`src/rtl/proc_run_ctrl.sv`:
```
// proc_run_ctrl: run-control and debug clock-enable generator for the Processor core
// Ports: clk, rst (sync, active-high); cmd_valid/cmd_op/cmd_count host command
// (0 HALT, 1 RUN, 2 STEP, 3 RUN_N); bp_en/bp_sel/bp_value breakpoint on one of the
// NUM_CH channels packed in mon_data; proc_ce core clock enable; run_state,
// cycle_cnt, halt_cause, done, cmd_err status.
module proc_run_ctrl #(
  parameter int DATA_W = 16,
  parameter int NUM_CH = 8,
  parameter int CYC_W  = 32,
  parameter int LIMIT  = 50
) (
  input  logic                       clk,
  input  logic                       rst,
  input  logic                       cmd_valid,
  input  logic [1:0]                 cmd_op,
  input  logic [CYC_W-1:0]           cmd_count,
  input  logic                       bp_en,
  input  logic [$clog2(NUM_CH)-1:0]  bp_sel,
  input  logic [DATA_W-1:0]          bp_value,
  input  logic [NUM_CH*DATA_W-1:0]   mon_data,
  output logic                       proc_ce,
  output logic [1:0]                 run_state,
  output logic [CYC_W-1:0]           cycle_cnt,
  output logic [2:0]                 halt_cause,
  output logic                       done,
  output logic                       cmd_err
);
  localparam int SEL_W = $clog2(NUM_CH);
  typedef enum logic [1:0] {HALTED, RUN, STEP, RUN_N} state_t;
  state_t state;
  logic first;
  logic [CYC_W-1:0] remaining;
  logic [DATA_W-1:0] sel_data;
  logic sel_ok, halt_cmd, lim_hit, bp_hit;
  always_comb begin
    sel_data = '0;
    sel_ok = 1'b0;
    for (int k = 0; k < NUM_CH; k++)
      if (bp_sel == SEL_W'(k)) begin
        sel_data = mon_data[k*DATA_W +: DATA_W];
        sel_ok = 1'b1;
      end
  end
  assign halt_cmd = cmd_valid && cmd_op == 2'd0;
  assign lim_hit = LIMIT != 0 && cycle_cnt >= CYC_W'(LIMIT);
  // first masks the breakpoint for one cycle after resume so a halted match steps over
  assign bp_hit = bp_en && !first && sel_ok && sel_data == bp_value;
  assign proc_ce = !rst && state != HALTED && !halt_cmd && !lim_hit && !bp_hit;
  assign run_state = state;
  always_ff @(posedge clk) begin
    if (rst) begin
      state <= HALTED;
      cycle_cnt <= '0;
      halt_cause <= 3'd0;
      done <= 1'b0;
      cmd_err <= 1'b0;
      remaining <= '0;
      first <= 1'b0;
    end else begin
      done <= 1'b0;
      cmd_err <= state != HALTED && cmd_valid && cmd_op != 2'd0;
      if (proc_ce && ~&cycle_cnt) cycle_cnt <= cycle_cnt + 1'b1;
      if (state == HALTED) begin
        if (cmd_valid && lim_hit) begin
          halt_cause <= 3'd5;
          done <= 1'b1;
        end else if (cmd_valid && (cmd_op == 2'd1 || cmd_op == 2'd2)) begin
          state <= cmd_op == 2'd1 ? RUN : STEP;
          first <= 1'b1;
        end else if (cmd_valid && cmd_op == 2'd3) begin
          if (cmd_count != '0) begin
            state <= RUN_N;
            remaining <= cmd_count;
            first <= 1'b1;
          end else begin
            halt_cause <= 3'd3;
            done <= 1'b1;
          end
        end
      end else begin
        first <= 1'b0;
        if (halt_cmd || lim_hit || bp_hit || state == STEP || (state == RUN_N && remaining == CYC_W'(1))) begin
          state <= HALTED;
          done <= 1'b1;
          halt_cause <= halt_cmd ? 3'd1 : lim_hit ? 3'd5 : bp_hit ? 3'd4 : state == STEP ? 3'd2 : 3'd3;
        end else if (state == RUN_N) begin
          remaining <= remaining - CYC_W'(1);
        end
      end
    end
  end
endmodule

```
`config.mk`:
```
export PLATFORM = sky130hd
export DESIGN_NAME = proc_run_ctrl
export DESIGN_NICKNAME = d
export VERILOG_FILES = /design/src/rtl/proc_run_ctrl.sv
export SDC_FILE = /design/constraint.sdc
export NUM_CORES = 1
export LEC_CHECK = 0
export BUFFER_PORTS_ARGS = -buffer_cell sky130_fd_sc_hd__buf_2
export CAP_MARGIN = 20
export CORE_MARGIN = 1.5
export CORE_UTILIZATION = 35
export CTS_CLUSTER_SIZE = 28
export DETAILED_ROUTE_END_ITERATION = 10
export HOLD_SLACK_MARGIN = 0.15
export PLACE_DENSITY_LB_ADDON = 0.08
export RECOVER_POWER = 25
export SLEW_MARGIN = 30
export SYNTH_ARGS = -nofsm -noshare
export SYNTH_HDL_FRONTEND = slang
export SYNTH_SLANG_ARGS = --single-unit
```
`constraint.sdc`:
```
create_clock -name clk -period 5 [get_ports clk]
set_clock_uncertainty 0.05 [all_clocks]
set_input_delay 0.75 -clock clk [delete_from_list [all_inputs] [get_ports clk]]
set_output_delay 0.75 -clock clk [all_outputs]
set_load 0.1 [all_outputs]
```
==> results of run 1 <==
[flip-flops by register name (all words and copies together), names as in the netlist]
register,count
cmd_err,1
cycle_cnt,32
done,1
first,1
halt_cause,3
remaining,32
run_state,2
[routing by layer]
layer	vias to the layer above	part of all wire [%]	wire length (µm)	GRT usage [%]
met5	-	0	0	0
met4	0	2.4	387	7.17
met3	23	6.0	958	4.17
met2	197	50	7960	35.5
met1	2548	42	6740	24.3
li1	2688	-	-	-
[cells in the final DEF (no fill, tap or decap), drive strengths merged, types with 4 or more instances in the layout]
cell	n
o41ai	8
o311ai	8
or2	10
xnor2	8
o21ai	45
nand4	5
nand3b	4
buf	228
nand2	45
nor4	21
o31ai	15
mux4	7
nand2b	7
or4	4
dfxtp	72
or3	13
a21oi	15
o211ai	13
nor3	6
clkbuf	14
a221oi	6
nor2	26
nand3	23
inv	17
mux2	19
nor2b	38
clkinv	4
o22ai	11
ha	7
mux2i	58
a211oi	8
a22oi	4
[layout make-up]
| type | count | area, µm² |
|---|---|---|
| antenna | 1 | 2.50 |
| sequential | 72 | 1440 |
| clock buffer | 11 | 243 |
| multi-input combinational | 472 | 3430 |
| tap | 184 | 230 |
| clock inverter | 5 | 40.0 |
| timing repair buffer | 231 | 1180 |
| fill | 1453 | 7850 |
| inverter | 16 | 60.1 |
[through the flow]
| step | worst slack [ns] | cells | instance area (µm²) | utilization, % | hold WS [ns] |
|---|---|---|---|---|---|
| floorplan | 1.06 | 601 | 5170 | - | 0.397 |
| global placement | 0.879 | 975 | 6350 | 43.9 | 0.412 |
| detailed placement | 0.765 | 975 | 6350 | 43.9 | 0.414 |
| CTS | 0.761 | 991 | 6640 | 45.8 | 0.424 |
| global route | 0.558 | 992 | 6630 | 45.8 | 0.443 |
| finish | 0.794 | 992 | 6630 | 45.8 | 0.423 |
[worst max-delay path: stages]
cell	delay [ns]
buf_2	0.43
clkinv_1	0.45
a221o_1	0.43
a22oi_1	0.18
xnor2_1	0.17
and4b_1	0.23
nand3_1	0.12
and3_1	0.20
buf_2	0.44
[kinds of logic after synthesis]
| logic type | share of synthesized area [%] |
|---|---|
| xor+xnor | 1.87 |
| simple gates | 23.0 |
| fa+ha+maj | 1.70 |
| buf+inv | 5.91 |
| flops | 27.9 |
| compound gates | 21.2 |
| mux | 18.5 |
[cells in the mapped netlist, types with 3 or more instances]
cell type / n
nand4_1: 5
clkbuf_1: 18
mux2_2: 16
nor3_1: 5
inv_1: 15
or3_1: 13
dfxtp_1: 72
o311ai_0: 8
nand2b_1: 7
a22oi_1: 4
nand3_1: 23
buf_1: 4
ha_1: 7
a221o_1: 3
mux2i_1: 58
xnor2_1: 8
o41ai_1: 8
a22o_1: 3
nand2_1: 45
o21a_1: 3
buf_2: 9
a221oi_1: 4
nor2b_1: 38
or2_2: 9
buf_6: 6
o21ai_0: 22
a211oi_1: 6
and2_1: 3
o31ai_1: 15
o211ai_1: 13
mux4_2: 7
nor2_1: 26
o221ai_1: 3
nand3b_1: 4
a21oi_1: 15
o22ai_1: 11
or4_1: 3
xor2_1: 3
and3_1: 3
o21ai_1: 22
nor4_1: 20
[power groups by stage]
stage / Combinational, mW / Clock, mW / Sequential [mW]
final: 0.571 / 0.599 / 0.616
after global routing: 0.628 / 0.644 / 0.619
after CTS: 0.575 / 0.618 / 0.615
after detailed placement: 0.574 / 0 / 0.628
after global placement: 0.566 / 0 / 0.627
after floorplan: 0.363 / 0 / 0.666
[final timing paths]
kind                                    start  slack [ns]       endpoint  cells past startpoint
worst max-delay path                bp_sel[0]        0.79        proc_ce                      9
worst min-delay path            halt_cause[2]        0.42  halt_cause[2]                      2
worst max register to register   cycle_cnt[0]        1.32  remaining[29]                     10
worst min register to register  halt_cause[2]        0.42  halt_cause[2]                      2
==> flow_metrics.env, run 1 <==
export IMPL_nets=994
export IMPL_die_w_um=124
export IMPL_cts_resized_gates=0
export IMPL_postCtsSetupBuffers=0
export IMPL_finalSetupTns_ns=0
export IMPL_start_util_pct=35.7
export IMPL_num_vias=5456
export IMPL_path_clk_slew_ns=0.06
export IMPL_grt_setup_unrepaired="no"
export IMPL_clkPwrFrac_pct=33.6
export IMPL_critical_path_max_fanout=28
export IMPL_seq_area_frac_synth_pct=27.9
export IMPL_coreArea_um2=14500
export IMPL_wire_per_inst_um=16.2
export IMPL_cts_tree="yes"
export IMPL_remaining_drc_errors=0
export IMPL_synth_top_cell_area_share_pct=27.9
export IMPL_areaGrowthSynthToFinish_pct=28.4
export IMPL_firstDrtPassIters=5
export IMPL_cts_htree_levels=3
export IMPL_synthArstFlopShare_pct=0
export IMPL_violations="max-capacitance violations, max-slew violations"
export IMPL_antenna_found_initial=1
export IMPL_track_usage_pct=20.2
export IMPL_final_max_slew_viol_count=79
export IMPL_grt_remaining_overflow=0
export IMPL_ios=225
export IMPL_crit_path_start_kind="primary input"
export IMPL_min_path_type="reg2reg"
export IMPL_cts_buffers=9
export IMPL_switchingPower_uw=613
export IMPL_ys_types=69
export IMPL_crit_type="in2out"
export IMPL_final_antenna_net_count=0
export IMPL_finalPower_mw=1.79
export IMPL_syn_inst=601
export IMPL_drive_above_1_share_pct=35.7
export IMPL_peakVddDrop_mv=0.144
export IMPL_wl_um=16000
export IMPL_period_share_pct=84.1
export IMPL_synth_nets=793
export IMPL_io_buffers=224
export IMPL_yosys_area_top_type="dfxtp_1"
export IMPL_hold_violations=0
export IMPL_required_ns=4.20
export IMPL_grt_pass1_wl_um=26000
export IMPL_die_height_um=124
export IMPL_setup_viol=0
export IMPL_period_minus_slack_ns=4.21
export IMPL_clockRootBuffer="clkbuf_16"
export IMPL_drtIter0Drc=252
export IMPL_crit_path_end_kind="output pin"
export IMPL_switching_share_pct=34.3
export IMPL_dieArea_um2=15500
export IMPL_cell_internal_pwr_mw=1.17
export IMPL_cts_sinks=72
export IMPL_critPathArrivalTime_ns=3.41
export IMPL_hpwl_um=12600
export IMPL_syn_area_um2=5170
export IMPL_grt_pass1_vias=5313
export IMPL_postSynthAreaPerCell_um2=8.60
export IMPL_p_comb_share_pct=32.0
export IMPL_outcome="finished with violations"
export IMPL_rows=44
export IMPL_p_seq_share_pct=34.5
export IMPL_clk_latency_ns=0.33
export IMPL_yosysWarnings=0
export IMPL_vias_per_cell=5.50
export IMPL_clockBufferDepth=2
export IMPL_p_leak_nw=2.94
export IMPL_synth_edf_count=0
export IMPL_netlist_top_cells_area="dfxtp_1, mux2i_1, nor2b_1"
export IMPL_grt_max_degree=79
export IMPL_tightest_slew_ns=3.39
export IMPL_relSlewSlack_pct=-126
export IMPL_place_congestion=0.834
export IMPL_power_density_nw_per_um2=269
export IMPL_ctsHoldBuffers=0
export IMPL_ys_flop_type="dfxtp_1"
export IMPL_max_freq_mhz=238
export IMPL_synth_seq_cells=72
export IMPL_maxCapViolCount=1
(Power assumes the default switching activity.)
==> inputs of run 2 (changes only) <==
clock period = 4.3 ns   (was 5 ns; I/O delays follow)
==> run 2 against run 1 <==
- the run still ends with max-capacitance violations, max-slew violations left
- worst setup slack worse by 0.47 ns
- sequential share of layout area shrank 0.12 points
- power grew 20%
- final cell count is 0.20% higher
- register-to-register slack lost 0.73 ns
- global-route usage grew 0.41 points
- critical path depth is 2 higher
==> flow_metrics.env, run 2 (synthesized netlist as in run 1, its figures left out) <==
export IMPL_timing_rr_end="remaining[29]"
export IMPL_relSlewSlack_pct=-131
export IMPL_crit_type="in2out"
export IMPL_ctsHoldBuffers=0
export IMPL_p_leak_nw=2.95
export IMPL_finalSetupTns_ns=0
export IMPL_track_usage_pct=20.6
export IMPL_hold_violations=0
export IMPL_grt_remaining_overflow=0
export IMPL_setup_viol=0
export IMPL_dp_cells=977
export IMPL_grt_setup_unrepaired="no"
export IMPL_final_antenna_net_count=0
export IMPL_min_path_type="reg2reg"
export IMPL_crit_family="buffers and inverters"
export IMPL_grt_max_degree=79
export IMPL_cts_htree_levels=3
export IMPL_multi_input_area_um2=3430
export IMPL_firstDrtPassIters=4
export IMPL_areaGrowthSynthToFinish_pct=29.1
export IMPL_die_height_um=124
export IMPL_cp_cell_sequence="buf_2 -> buf_4 -> nand2b_1 -> o22ai_1 -> a211oi_1 -> mux2i_1 -> o21ai_0 -> nor3_1 -> nand3_1 -> and3_1 -> buf_2"
export IMPL_required_ns=3.61
export IMPL_crit_end="proc_ce"
export IMPL_cp_depth=11
export IMPL_power_density_nw_per_um2=322
export IMPL_maxCapViolCount=1
export IMPL_clkPwrFrac_pct=35.8
export IMPL_fillCellCount=1455
export IMPL_layout_commonest_cell="buf_2"
export IMPL_place_ws_ns=0.331
export IMPL_ios=225
export IMPL_dieArea_um2=15500
export IMPL_num_vias=5410
export IMPL_cts_sinks=72
export IMPL_startpoint="bp_sel[2]"
export IMPL_crit_path_start_kind="primary input"
export IMPL_final_max_slew_viol_count=79
export IMPL_remaining_drc_errors=0
export IMPL_postCtsSetupBuffers=0
export IMPL_start_util_pct=35.7
export IMPL_hpwl_um=12500
export IMPL_path_clk_slew_ns=0.06
export IMPL_drtIter0Drc=248
export IMPL_reg2reg_slack_ns=0.59
export IMPL_top_regs="cycle_cnt (32), remaining (32), halt_cause (3)"
export IMPL_outcome="finished with violations"
export IMPL_crit_slowest_cell="buf_2"
export IMPL_drive_above_1_share_pct=36.0
export IMPL_die_w_um=124
export IMPL_seqCellArea_um2=1440
export IMPL_nets=996
export IMPL_io_buffers=224
export IMPL_rr_startpoint="cycle_cnt[0]"
export IMPL_period_minus_slack_ns=3.98
export IMPL_wl_um=16100
export IMPL_path_common_cell="buf_2"
export IMPL_violations="max-capacitance violations, max-slew violations"
export IMPL_clockRootBuffer="clkbuf_16"
export IMPL_placed_area_um2=6370
export IMPL_switching_share_pct=34.4
export IMPL_rows=44
export IMPL_critical_path_max_fanout=25
export IMPL_p_comb_share_pct=30.9
export IMPL_cell_internal_pwr_mw=1.41
export IMPL_max_freq_mhz=251
export IMPL_clk_latency_ns=0.34
export IMPL_cpPeakStageDelay_ns=0.46
export IMPL_grt_pass1_wl_um=26300
export IMPL_tightest_slew_ns=3.46
export IMPL_clockBufferDepth=2
export IMPL_wire_per_inst_um=16.2
export IMPL_period_share_pct=92.6
export IMPL_cts_resized_gates=0
export IMPL_cts_buffers=9
export IMPL_grt_pass1_vias=5355
export IMPL_critPathArrivalTime_ns=3.29
export IMPL_finalInstanceArea_um2=6670
export IMPL_place_congestion=0.850
export IMPL_p_seq_share_pct=33.3
export IMPL_coreArea_um2=14500
export IMPL_peakVddDrop_mv=0.171
export IMPL_switchingPower_uw=740
export IMPL_finalPower_mw=2.15
export IMPL_cts_tree="yes"
export IMPL_fin_ws_ns=0.319
export IMPL_antenna_found_initial=2
export IMPL_crit_path_end_kind="output pin"
export IMPL_vias_per_cell=5.44
export IMPL_fin_cells=994
export IMPL_layout_common_cells="buf_2, dfxtp_1, mux2i_1, nand2_1, nor2b_1"
export IMPL_worst_path_buf_inv=3
export IMPL_r2r_cells=10
-- run 2: changes by cell type in the layout (fill, tap and decap cells not counted) --
cell	change
buf_4	+2
bufinv_16	+1
clkinv_2	-1
clkbuf_8	-1
inv_6	+1
clkinvlp_4	+3
clkbuf_1	-1
clkinv_4	-2
-- run 2: final cells by class --
cell class,instances,share of cell area [%]
clock inverters,7,1.18
flip-flops and latches,72,21.6
diodes,1,0.0375
inverters,16,0.901
repair buffers,233,17.9
multi-input cells,472,51.5
clock buffers,9,3.38
well taps,184,3.45
-- run 2: worst register-to-register path, stage by stage (launching register included) --
cell	delay, ns
dfxtp_1	0.42
inv_1	0.07
ha_1	0.18
or4_1	0.41
a311o_1	0.45
or3_1	0.35
or4b_1	0.54
o21ai_4	0.08
buf_4	0.50
mux2i_1	0.27
a31oi_1	0.10
-- run 2: worst min-delay path by stage --
stage,startpoint,end,slack (ns),depth (start not counted)
after global placement,remaining[11],remaining[11],0.41,2
after detailed placement,halt_cause[2],halt_cause[2],0.41,2
after global routing,cycle_cnt[18],cycle_cnt[18],0.44,1
after floorplan,remaining[11],remaining[11],0.40,2
after CTS,remaining[11],remaining[11],0.42,2
final,remaining[11],remaining[11],0.42,2
-- run 2: metal layers --
metal / track usage [%] / vias to the layer above / routed length [µm]
li1: - / 2688 / -
met1: 24.3 / 2521 / 6840
met2: 36.9 / 172 / 8060
met3: 4.73 / 27 / 873
met4: 6.29 / 2 / 315
met5: 0 / - / 12
-- run 2: power groups by stage --
stage          clock network [mW]  logic, mW  registers [mW]
6_report                    0.769      0.664           0.715
5_1_grt                     0.823      0.730           0.719
4_1_cts                     0.788      0.669           0.715
3_5_place_dp                    0      0.666           0.730
3_3_place_gp                    0      0.661           0.729
2_1_floorplan                   0      0.423           0.774
-- run 2: per-stage QoR --
stage	hold WS [ns]	util, %
after CTS	0.423	46.1
after floorplan	0.397	-
after global placement	0.408	44.0
final	0.419	46.1
after global routing	0.445	46.1
after detailed placement	0.414	44.0
